==> config.mk <==
export PLATFORM = sky130hd
export DESIGN_NAME = cd_initiator
export DESIGN_NICKNAME = d
export VERILOG_FILES = /design/src/rtl/cd_pkg.sv /design/src/rtl/cd_timeout_counter.sv /design/src/rtl/cd_initiator.sv
export SDC_FILE = /design/constraint.sdc
export NUM_CORES = 1
export LEC_CHECK = 0
export ABC_CLOCK_PERIOD_IN_PS = 1600
export BUFFER_PORTS_ARGS = -buffer_cell sky130_fd_sc_hd__buf_2
export CAP_MARGIN = 15
export CORE_AREA = 2 2 141 143
export DETAILED_ROUTE_END_ITERATION = 6
export DIE_AREA = 0 0 143 145
export HOLD_SLACK_MARGIN = 0.05
export PLACE_DENSITY = 0.77
export SKIP_CTS_REPAIR_TIMING = 1
export SYNTH_ARGS = -nofsm -noshare
export SYNTH_HDL_FRONTEND = slang
export SYNTH_SLANG_ARGS = --single-unit
export TNS_END_PERCENT = 50
==> constraint.sdc <==
create_clock -name clk -period 1.6 [get_ports clk]
set_input_delay 0.16 -clock clk [delete_from_list [all_inputs] [get_ports clk]]
set_output_delay 0.16 -clock clk [all_outputs]
set_load 0.005 [all_outputs]
==> src/rtl/cd_pkg.sv <==
// Shared types and default widths for the compression/decompression initiator.
package cd_pkg;

  localparam int CD_DATA_W  = 80;
  localparam int CD_COMP_W  = 8;
  localparam int CD_TIMEOUT = 16;

  typedef enum logic [1:0] {
    CMD_NOP        = 2'b00,
    CMD_COMPRESS   = 2'b01,
    CMD_DECOMPRESS = 2'b10,
    CMD_RSVD       = 2'b11
  } cd_cmd_e;

  typedef enum logic [1:0] {
    RSP_NONE        = 2'b00,
    RSP_COMP_DONE   = 2'b01,
    RSP_DECOMP_DONE = 2'b10,
    RSP_ERR         = 2'b11
  } cd_rsp_e;

  typedef enum logic [1:0] {
    ST_IDLE  = 2'b00,
    ST_ISSUE = 2'b01,
    ST_WAIT  = 2'b10,
    ST_HOLD  = 2'b11
  } cd_init_state_e;

endpackage

==> src/rtl/cd_timeout_counter.sv <==
// Response-wait counter; expired flags the enabled cycle in which the count reaches TIMEOUT.
module cd_timeout_counter #(
  parameter int TIMEOUT = 16
) (
  input  logic clk,
  input  logic reset,
  input  logic clear,
  input  logic enable,
  output logic expired
);

  localparam int CNT_W = $clog2(TIMEOUT + 1);
  localparam logic [CNT_W-1:0] TC = CNT_W'(TIMEOUT);

  logic [CNT_W-1:0] count_q, count_d, count_inc;

  assign count_inc = count_q + CNT_W'(1);
  assign expired   = enable && (count_inc == TC);

  always_comb begin
    count_d = count_q;
    if (clear) begin
      count_d = '0;
    end else if (enable && (count_q != TC)) begin
      count_d = count_inc;
    end
  end

  always_ff @(posedge clk) begin
    if (reset) count_q <= '0;
    else       count_q <= count_d;
  end

endmodule

==> src/rtl/cd_initiator.sv <==
// One-outstanding-job requester for the compression/decompression command interface.
// Optional counters: define CD_INITIATOR_STATS_EN to add stat_issued/stat_errors/stat_spurious.
//
// state    | meaning
// ST_IDLE  | ready for a job
// ST_ISSUE | command driven to the engine for one cycle
// ST_WAIT  | polling response, timeout counter running
// ST_HOLD  | result presented until rsp_ready
module cd_initiator
  import cd_pkg::*;
#(
  parameter int DATA_W  = CD_DATA_W,
  parameter int COMP_W  = CD_COMP_W,
  parameter int TIMEOUT = CD_TIMEOUT
) (
  input  logic              clk,
  input  logic              reset,
  input  logic              req_valid,
  output logic              req_ready,
  input  logic [1:0]        req_cmd,
  input  logic [DATA_W-1:0] req_data,
  input  logic [COMP_W-1:0] req_comp,
  output logic              rsp_valid,
  input  logic              rsp_ready,
  output logic [1:0]        rsp_code,
  output logic              rsp_timeout,
  output logic [COMP_W-1:0] rsp_comp,
  output logic [DATA_W-1:0] rsp_data,
  output logic [1:0]        command,
  output logic [DATA_W-1:0] data_in,
  output logic [COMP_W-1:0] compressed_in,
  input  logic [COMP_W-1:0] compressed_out,
  input  logic [DATA_W-1:0] decompressed_out,
  input  logic [1:0]        response
`ifdef CD_INITIATOR_STATS_EN
  ,
  output logic [15:0]       stat_issued,
  output logic [15:0]       stat_errors,
  output logic [15:0]       stat_spurious
`endif
);

  cd_init_state_e    state_q, state_d;
  logic [1:0]        cmd_q, cmd_d;
  logic [DATA_W-1:0] data_q, data_d;
  logic [COMP_W-1:0] comp_q, comp_d;
  logic [1:0]        rsp_code_q, rsp_code_d;
  logic              rsp_timeout_q, rsp_timeout_d;
  logic [COMP_W-1:0] rsp_comp_q, rsp_comp_d;
  logic [DATA_W-1:0] rsp_data_q, rsp_data_d;
  logic              expired;

  cd_timeout_counter #(.TIMEOUT(TIMEOUT)) u_timeout (
    .clk     (clk),
    .reset   (reset),
    .clear   (state_q == ST_ISSUE),
    .enable  ((state_q == ST_WAIT) && (response == RSP_NONE)),
    .expired (expired)
  );

  assign req_ready     = (state_q == ST_IDLE);
  assign rsp_valid     = (state_q == ST_HOLD);
  assign command       = (state_q == ST_ISSUE) ? cmd_q : CMD_NOP;
  assign data_in       = data_q;
  assign compressed_in = comp_q;
  assign rsp_code      = rsp_code_q;
  assign rsp_timeout   = rsp_timeout_q;
  assign rsp_comp      = rsp_comp_q;
  assign rsp_data      = rsp_data_q;

  always_comb begin
    state_d       = state_q;
    cmd_d         = cmd_q;
    data_d        = data_q;
    comp_d        = comp_q;
    rsp_code_d    = rsp_code_q;
    rsp_timeout_d = rsp_timeout_q;
    rsp_comp_d    = rsp_comp_q;
    rsp_data_d    = rsp_data_q;
    unique case (state_q)
      ST_IDLE: begin
        if (req_valid) begin
          data_d = req_data;
          comp_d = req_comp;
          if ((req_cmd == CMD_COMPRESS) || (req_cmd == CMD_DECOMPRESS)) begin
            cmd_d   = req_cmd;
            state_d = ST_ISSUE;
          end else begin
            // Illegal job is answered locally; the engine never sees it.
            rsp_code_d    = RSP_ERR;
            rsp_timeout_d = 1'b0;
            state_d       = ST_HOLD;
          end
        end
      end
      ST_ISSUE: state_d = ST_WAIT;
      ST_WAIT: begin
        if (response != RSP_NONE) begin
          rsp_code_d    = response;
          rsp_timeout_d = 1'b0;
          rsp_comp_d    = compressed_out;
          rsp_data_d    = decompressed_out;
          state_d       = ST_HOLD;
        end else if (expired) begin
          rsp_code_d    = RSP_ERR;
          rsp_timeout_d = 1'b1;
          state_d       = ST_HOLD;
        end
      end
      ST_HOLD: if (rsp_ready) state_d = ST_IDLE;
      default: state_d = ST_IDLE;
    endcase
  end

  always_ff @(posedge clk) begin
    if (reset) begin
      state_q       <= ST_IDLE;
      cmd_q         <= CMD_NOP;
      data_q        <= '0;
      comp_q        <= '0;
      rsp_code_q    <= RSP_NONE;
      rsp_timeout_q <= 1'b0;
      rsp_comp_q    <= '0;
      rsp_data_q    <= '0;
    end else begin
      state_q       <= state_d;
      cmd_q         <= cmd_d;
      data_q        <= data_d;
      comp_q        <= comp_d;
      rsp_code_q    <= rsp_code_d;
      rsp_timeout_q <= rsp_timeout_d;
      rsp_comp_q    <= rsp_comp_d;
      rsp_data_q    <= rsp_data_d;
    end
  end

`ifdef CD_INITIATOR_STATS_EN
  logic [15:0] stat_issued_q, stat_issued_d;
  logic [15:0] stat_errors_q, stat_errors_d;
  logic [15:0] stat_spurious_q, stat_spurious_d;

  always_comb begin
    stat_issued_d   = stat_issued_q;
    stat_errors_d   = stat_errors_q;
    stat_spurious_d = stat_spurious_q;
    if ((state_q == ST_ISSUE) && (stat_issued_q != 16'hFFFF))
      stat_issued_d = stat_issued_q + 16'd1;
    if ((state_d == ST_HOLD) && (state_q != ST_HOLD) && (rsp_code_d == RSP_ERR)
        && (stat_errors_q != 16'hFFFF))
      stat_errors_d = stat_errors_q + 16'd1;
    if ((response != RSP_NONE) && ((state_q == ST_IDLE) || (state_q == ST_HOLD))
        && (stat_spurious_q != 16'hFFFF))
      stat_spurious_d = stat_spurious_q + 16'd1;
  end

  always_ff @(posedge clk) begin
    if (reset) begin
      stat_issued_q   <= '0;
      stat_errors_q   <= '0;
      stat_spurious_q <= '0;
    end else begin
      stat_issued_q   <= stat_issued_d;
      stat_errors_q   <= stat_errors_d;
      stat_spurious_q <= stat_spurious_d;
    end
  end

  assign stat_issued   = stat_issued_q;
  assign stat_errors   = stat_errors_q;
  assign stat_spurious = stat_spurious_q;
`endif

endmodule

==> results.ini, run 1 <==
[pwr]
peakVddDrop_mv=0.761
p_sw_share_pct=34.0
clockPowerShare_pct=27.0
power_switching_mw=5.11
power_density_nw_per_um2=1290
p_int_mw=9.94
power_frac_seq_pct=39.1
power_frac_comb_pct=33.9
leakage_nw=5.30

[timing]
finalCriticalPeriod_ns=1.59
tightest_slew_ns=0.486
setup_viol=0
drv_slew=0
relSlewSlack_pct=67.6
fmax_ghz=0.629
fin_tns_setup_ns=0
fin_skew_ns=0.0170
hold_viol=0
rsz0062_at_grt=yes
setup_ws_ns=0.0107
finalCritPeriodShare_pct=99.3

[clock_tree]
clk_pin_slew_ns=0.07
htree_levels=4
cts_tree=yes
cts_num_sinks=188
clockBufferDepth=2
cts_root_buf=clkbuf_16
cts_buffers=17
insertion_delay_ns=0.43

[logic_synthesis]
synth_area_per_cell_um2=7.90
ys_seq_area_share_pct=55.8
ys_warn_count=0
synth.largest_area_cell=dfxtp_1
synth.distinct_cells=36
synth_most_common_cell=nand2_1
synthesis.nets=1045
synthArstFlopShare_pct=0
synthCells=854
synth.area.top_cells=dfxtp_1 56%, nand2_1 20%, a21oi_1 14%, clkbuf_1 2.4%, ha_1 1.3%
syn_area_um2=6740
synth_ff_type=dfxtp_1
synth_common_cells=359 x nand2_1, 188 x dfxtp_1, 184 x a21oi_1
synth_top_area_share_pct=55.8
synth-edff-count=0
synth_seq_cells=188

[drt]
drt_iter0_markers=415
routed_wl_um=25900
post-route-drc-count=0
viasPerCell=4.79
detail-route-antenna-nets=0
drt_first_pass_iters=6
dr_total_vias=8031
wire_per_inst_um=15.4

[final_layout]
seqCellArea_um2=3770
drive_gt1_share_pct=33.1
multi_input_area_um2=2820
fin_nets=1589
fillers=1505
area_growth_pct=73.0
final_core_util_pct=60.8

[grt]
overflow=0
grt_max_degree=57
grt_use_met2_pct=32.2
antenna_found_initial=2
track_usage_pct=18.5
gr-max-usage-layer=met2
grt_pass1_vias=6445
grt_pass1_wl_um=31100
met3_usage_pct=5.94
met1_usage_pct=20.5

[setup_path]
path_max_fanout=4
cp.arrival_ns=1.89
cp_slowest_stage_delay_ns=0.41
crit_chain=inv_2 -> ha_4 -> or3b_4 -> a31oi_4 -> buf_4 -> xnor2_1 -> nor3_1
cp_slowest_cell=or3b_4
cp_top_family=simple AND/OR/NAND/NOR gates
critPathLaunchType=flip-flop
cp-end-kind=flip-flop
crit_type=flip-flop to flip-flop
path_buf_inv=2
critical_path_required_ns=1.90

[floorplan]
die_height_um=145
die_x_um=143
start_util_pct=35.1
core-area_um2=19200
rows=51
io_pins=367
dieArea_um2=20700

[placement]
place_hpwl_um=14800
numPortBuffers=366
gp_congestion=0.798
pre_cts_ws_ns=-0.0350

[hold_path]
worstHoldPathType=input port to flip-flop

[status]
status=finished clean

[job]
max-cap-violations=0

[power groups by stage]
stage          Clock, mW  Combinational [mW]  Sequential [mW]
2_1_floorplan          0                2.11             6.02
3_3_place_gp           0                4.25             5.91
3_5_place_dp           0                4.32             5.94
4_1_cts             4.16                4.33             5.84
5_1_grt             4.36                5.54             5.97
6_report            4.07                5.10             5.88
[per-stage QoR]
step,total power [mW],hold WS [ns],cell area (um^2),instances
2_1_floorplan,8.13,0.270,6750,854
6_report,15.1,0.106,11700,1677
3_3_place_gp,10.2,0.400,9130,1460
3_5_place_dp,10.3,0.406,9130,1460
4_1_cts,14.3,-0.0593,9690,1491
5_1_grt,15.9,0.0994,11700,1677
[routing by layer]
metal | part of all wire (%) | vias to the layer above
met5 | 0 | -
met4 | 4.5 | 0
met3 | 8.0 | 93
met2 | 50 | 391
met1 | 37 | 3696
li1 | - | 3851
[final cells by class]
type | instances | share of cell area [%]
Antenna cell | 2 | 0.0429
Multi-Input combinational cell | 599 | 24.2
Sequential cell | 188 | 32.3
Clock inverter | 13 | 1.03
Clock buffer | 18 | 3.76
Tap cell | 265 | 2.84
Inverter | 7 | 0.225
Timing Repair Buffer | 585 | 35.6
[final timing paths]
path	cells after the start	slack (ns)	start	end
worst max-delay path	7	0.01	state_q[0]	u_timeout.count_q[0]
worst min-delay path	2	0.11	response[0]	rsp_code[1]
worst max register to register	7	0.01	state_q[0]	u_timeout.count_q[0]
worst min register to register	2	0.45	data_in[0]	data_in[0]
[flip-flops by register name, summed over array words and instances (netlist names)]
register           count
rsp_timeout            1
rsp_data              80
state_q                2
u_timeout.count_q      5
data_in               80
rsp_code               2
cmd_q                  2
compressed_in          8
rsp_comp               8
[cell usage in the layout (no fill, tap or decap), types with 3 or more instances in the layout]
cell type and n:
a21oi_2 5, dlygate4sd3_1 177, dfxtp_2 4, inv_8 4
clkinv_4 3, buf_6 4, dfxtp_1 184, buf_12 15
ha_4 3, nor3_1 7, buf_4 22, xor2_1 4
inv_6 5, a21oi_1 179, inv_1 6, clkbuf_16 19
nand2_1 358, buf_2 365, nor2_1 8
[cell families after synthesis]
family / Yosys count / synth area share (%)
XOR/XNOR: 5 / 0.649
AO/OA/AOI/OAI: 197 / 15.5
adder cells (fa/ha/maj): 7 / 1.30
AND/OR/NAND/NOR: 389 / 22.6
flip-flops: 188 / 55.8
multiplexers: 1 / 0.148
buffers and inverters: 67 / 4.01
Power figures use the tool's default switching activity.
==> run 2: changes to the inputs <==
Settings changed: CELL_PAD_IN_SITES_DETAIL_PLACEMENT set to 0, CELL_PAD_IN_SITES_GLOBAL_PLACEMENT set to 2, CORE_AREA 2 2 141 143 to unset, CORE_MARGIN set to 2, CORE_UTILIZATION set to 21, DIE_AREA 0 0 143 145 to unset, PLACE_DENSITY 0.77 to 0.85, REMOVE_ABC_BUFFERS set to 1.
==> run 2 against run 1 <==
Against the previous run: utilization is 23 points lower; total power is 1.9% higher; fmax is 0.88% higher; critical path type unchanged; largest power group unchanged.
==> results.ini, run 2 (same netlist as run 1, synthesis figures left out) <==
[status]
status=finished clean

[drt]
wire_per_inst_um=14.1  ; -8.9%
dr_total_vias=7620  ; -5.1%
drt_first_pass_iters=5  ; -1
post-route-drc-count=0  ; unchanged
drt_iter0_markers=192  ; -54%
detail-route-antenna-nets=0  ; unchanged
viasPerCell=4.17  ; -13%
routed_wl_um=25700  ; -0.64%

[pwr]
power_switching_mw=5.16  ; +0.90%
power_frac_comb_pct=35.4  ; +1.5 points
p_int_mw=10.2  ; +2.4%
clockPowerShare_pct=26.3  ; -0.7 points
finalPower_mw=15.3  ; +1.9%
p_sw_share_pct=33.7  ; -0.32 points
power_frac_seq_pct=38.3  ; -0.8 points
power_density_nw_per_um2=1280  ; -0.73%
leakage_nw=5.38  ; +1.5%
peakVddDrop_mv=0.752  ; -1.2%

[setup_path]
path_max_fanout=3  ; -1
path_buf_inv=1  ; -1
cp.arrival_ns=1.95  ; +0.06 ns
cp_top_family=simple AND/OR/NAND/NOR gates
cp_slowest_stage_delay_ns=0.40  ; about the same
path_depth=7  ; unchanged
crit_type=flip-flop to flip-flop
r2r_cells=7  ; unchanged
critical_path_required_ns=1.97  ; +0.07 ns
critPathLaunchType=flip-flop
crit_chain=inv_4 -> ha_4 -> or3b_4 -> a31oi_4 -> nand2_2 -> xor2_1 -> nor3_2
cp-end-kind=flip-flop
cp_slowest_cell=or3b_4

[clock_tree]
cts_buffers=17  ; unchanged
cts_root_buf=clkbuf_16
htree_levels=4  ; unchanged
insertion_delay_ns=0.45  ; +0.02 ns
clockBufferDepth=2  ; unchanged
cts_tree=yes
cts_num_sinks=188  ; unchanged
clk_pin_slew_ns=0.08  ; about the same

[hold_path]
worstHoldPathType=input port to flip-flop
hold_depth=3  ; +1

[grt]
met1_usage_pct=15.1  ; -5.3 points
overflow=0  ; unchanged
grt_pass1_wl_um=35600  ; +15%
grt_pass1_vias=6722  ; +4.3%
grt_max_degree=56  ; -1.8%
met3_usage_pct=6.49  ; +0.55 points
gr-max-usage-layer=met2
track_usage_pct=13.6  ; -5.0 points
grt_use_met2_pct=22.7  ; -9.6 points
antenna_found_initial=0  ; -2

[placement]
numPortBuffers=366  ; unchanged
dp.cells=1606  ; +10%
pre_cts_ws_ns=-0.0688  ; -0.0338 ns
placed_cell_area_um2=9350  ; +2.5%
place_hpwl_um=17200  ; +16%
gp_congestion=0.747  ; -6.3%

[final_layout]
area_growth_pct=77.6
fin_nets=1604  ; +0.94%
final_core_util_pct=37.9  ; -23 points
fin_cells=1828  ; +9.0%
fillers=3279  ; +120%
drive_gt1_share_pct=34.0  ; +0.89 points
layout_commonest_cell=buf_2
mostFrequentLayoutCells=365 x buf_2, 355 x nand2_1, 184 x dfxtp_1
diodes=0  ; -2
finalInstanceArea_um2=12000  ; +2.6%

[floorplan]
start_util_pct=21.4  ; -14 points
core-area_um2=31600  ; +64%
io_pins=367  ; unchanged
die_height_um=183  ; +26%
dieArea_um2=33600  ; +62%
rows=65  ; +27%
die_x_um=183  ; +28%

[timing]
hold_viol=0  ; unchanged
rsz0062_at_grt=yes
fmax_ghz=0.635  ; +0.88%
finalCritPeriodShare_pct=98.5  ; -0.87 points
setup_ws_ns=0.0246  ; +0.0139 ns
hold_ws_ns=0.0541  ; -0.0522 ns
fin_skew_ns=0.00718  ; -0.00986 ns
tightest_slew_ns=0.377  ; -0.110 ns
drv_slew=0  ; unchanged
setup_viol=0  ; unchanged
fin_tns_setup_ns=0  ; unchanged
relSlewSlack_pct=74.8  ; +7.2 points
finalCriticalPeriod_ns=1.58  ; -0.0139 ns

[job]
max-cap-violations=0  ; unchanged

## run 2: tightest hold or removal path, cell delays in order
cell and delay (ns):
buf_2 0.09, nand2_1 0.12, a21oi_1 0.08
## run 2: worst paths after layout
kind | slack (ns) | start | to
worst min register to register | 0.45 | rsp_data[28] | rsp_data[28]
worst min-delay path | 0.05 | req_data[39] | data_in[39]
worst max-delay path | 0.02 | state_q[0] | u_timeout.count_q[2]
worst max register to register | 0.02 | state_q[0] | u_timeout.count_q[2]
## run 2: power groups by stage
stage / Clock, mW / Sequential (mW) / Combinational (mW)
final: 4.04 / 5.87 / 5.42
after global placement: 0 / 5.91 / 4.63
after global routing: 4.39 / 5.96 / 6.01
after floorplan: 0 / 6.02 / 1.91
after CTS: 4.23 / 5.84 / 4.65
after detailed placement: 0 / 5.94 / 4.64
## run 2: layout make-up
| cell class | instances | area, um^2 | share of cell area (%) |
|---|---|---|---|
| clock inverters | 13 | 91.3 | 0.763 |
| clock buffers | 19 | 453 | 3.78 |
| flip-flops and latches | 188 | 3770 | 31.5 |
| well taps | 402 | 503 | 4.20 |
| repair buffers | 600 | 4300 | 35.9 |
| inverters | 7 | 28.8 | 0.240 |
| multi-input cells | 599 | 2820 | 23.6 |
## run 2: layer usage
layer  routed length (um)  share of wire, %  vias to the layer above
met5                    0                 0                        -
met4                  348               1.4                        0
met3                 2070               8.0                       18
met2                12300                48                      287
met1                11000                43                     3434
li1                     -                 -                     3881
==> run 3: changes to the inputs <==
==> constraint.sdc (replaced) <==
create_clock -name clk -period 1.6 [get_ports clk]
set_input_delay 0.32 -clock clk [delete_from_list [all_inputs] [get_ports clk]]
set_output_delay 0.32 -clock clk [all_outputs]
set_load 0.005 [all_outputs]
==> run 3 against run 2 <==
Against the previous run: the run now ends with setup timing left; register-to-register slack worse by 0.07 ns; critical path type is now flip-flop to primary output; die area stayed put; largest power group unchanged; highest routed layer is now met5; sequential power barely moved; non-clock buffer count shrank 184; clock-buffer cell count increased by 2; global-route usage shrank 0.054 points; cell area down 15%.
==> results.ini, run 3 (same netlist as run 1, synthesis figures left out) <==
[grt]
antenna_found_initial=2  ; +2
grt_use_met2_pct=22.2  ; -0.47 points
gr-max-usage-layer=met2
met1_usage_pct=15.4  ; +0.26 points
met3_usage_pct=6.45  ; -0.040 points
grt_pass1_wl_um=35500  ; -0.27%
track_usage_pct=13.5  ; -0.054 points
grt_max_degree=57  ; +1.8%
grt_pass1_vias=6697  ; -0.37%
overflow=0  ; unchanged

[floorplan]
dieArea_um2=33600  ; unchanged
start_util_pct=21.4  ; unchanged
io_pins=367  ; unchanged
core-area_um2=31600  ; unchanged
die_x_um=183  ; unchanged
die_height_um=183  ; unchanged
rows=65  ; unchanged

[clock_tree]
cts_root_buf=clkbuf_16
cts_buffers=17  ; unchanged
cts_num_sinks=188  ; unchanged
clockBufferDepth=2  ; unchanged
htree_levels=4  ; unchanged
clk_pin_slew_ns=0.07  ; about the same
insertion_delay_ns=0.44  ; about the same
cts_tree=yes

[drt]
drt_iter0_markers=200  ; +4.2%
detail-route-antenna-nets=0  ; unchanged
viasPerCell=4.24  ; +1.8%
dr_total_vias=6957  ; -8.7%
drt_first_pass_iters=4  ; -1
post-route-drc-count=0  ; unchanged
wire_per_inst_um=14.2  ; +1.1%
routed_wl_um=23300  ; -9.3%

[timing]
rsz0062_at_grt=yes
hold_viol=0  ; unchanged
tightest_slew_ns=0.335  ; -0.0418 ns
setup_ws_ns=-0.0654  ; -0.0900 ns
fmax_ghz=0.600  ; -5.4%
relSlewSlack_pct=77.6  ; +2.8 points
fin_skew_ns=0.00780  ; +0.000622 ns
finalCriticalPeriod_ns=1.67  ; +0.0900 ns
finalCritPeriodShare_pct=104  ; +5.6 points
drv_slew=0  ; unchanged
setup_viol=8  ; +8

[setup_path]
path_depth=5  ; -2
critPathLaunchType=flip-flop
cp-end-kind=primary output
cp_slowest_stage_delay_ns=0.37  ; -0.03 ns
cp.arrival_ns=1.35  ; -0.60 ns
crit_type=flip-flop to primary output
cp_top_family=flip-flops
cpMostUsedCell=buf_6
r2r_cells=7  ; unchanged
critical_path_required_ns=1.28  ; -0.69 ns
path_buf_inv=3  ; +2
crit_chain=inv_4 -> buf_6 -> ha_4 -> and2_4 -> buf_6
cp_slowest_cell=dfxtp_4
path_max_fanout=3  ; unchanged

[pwr]
leakage_nw=4.59  ; -15%
power_density_nw_per_um2=1470  ; +15%
peakVddDrop_mv=0.669  ; -11%
finalPower_mw=14.9  ; -3.0%

[final_layout]
drive_gt1_share_pct=38.0  ; +4.0 points
area_growth_pct=50.2
layout_commonest_cell=buf_2
fin_nets=1420  ; -11%
diodes=0  ; unchanged
mostFrequentLayoutCells=363 x buf_2, 357 x nand2_1, 185 x dfxtp_1
fin_cells=1640  ; -10%
fillers=3417  ; +4.2%

[status]
violations=setup timing
status=finished with violations

[placement]
numPortBuffers=366  ; unchanged
gp_congestion=0.726  ; -2.9%
dp.cells=1605  ; -0.062%
place_hpwl_um=17000  ; -1.4%

[hold_path]
hold_depth=3  ; unchanged
worstHoldPathType=input port to flip-flop

[job]
max-cap-violations=0  ; unchanged

[run 3: worst reg2reg max path: cells and delay by family, from the launching register on]
family / cells / cell delay [ns]
AND/OR/NAND/NOR: 3 / 0.55
flip-flops: 1 / 0.37
AO/OA/AOI/OAI: 1 / 0.20
XOR/XNOR: 1 / 0.17
adder cells (fa/ha/maj): 1 / 0.14
buffers and inverters: 1 / 0.12
[run 3: worst paths after layout]
path                            slack (ns)    startpoint                   end
worst max register to register       -0.05    state_q[1]  u_timeout.count_q[2]
worst min-delay path                  0.11  req_data[71]           data_in[71]
worst max-delay path                 -0.07    state_q[1]            command[1]
worst min register to register        0.45  rsp_data[23]          rsp_data[23]
[run 3: final cells by class]
type	count	area (um^2)	area share, %
timing repair buffer	416	2470	24.3
inverter	7	28.8	0.284
multi-input combinational	599	2820	27.8
clock inverter	7	95.1	0.939
clock buffer	21	450	4.45
sequential	188	3770	37.2
tap	402	503	4.96
[run 3: per-stage QoR]
stage	utilization, %	area, um^2	hold slack (ns)	setup TNS (ns)	setup slack, ns
2_1_floorplan	-	6500	0.386	-192.81	-1.32
3_3_place_gp	29.7	9370	0.438	-0.0783	-0.0333
3_5_place_dp	29.7	9370	0.443	-0.251	-0.0537
4_1_cts	31.4	9910	0.0759	-1.01	-0.264
5_1_grt	32.1	10100	0.0861	-1.09	-0.126
6_report	32.1	10100	0.109	-0.303	-0.0654
[run 3: where the power goes]
group | switching [mW] | total, mW | internal (mW) | leakage [nW]
combinational | 2.63 | 4.87 | 2.24 | 2.80
sequential | 0.379 | 5.86 | 5.48 | 1.54
clock | 1.83 | 4.14 | 2.31 | 0.253
[run 3: per-layer routing]
| metal | wire length (um) | up-vias |
|---|---|---|
| li1 | - | 3514 |
| met1 | 9710 | 3115 |
| met2 | 10600 | 306 |
| met3 | 2610 | 18 |
| met4 | 343 | 4 |
| met5 | 19 | - |
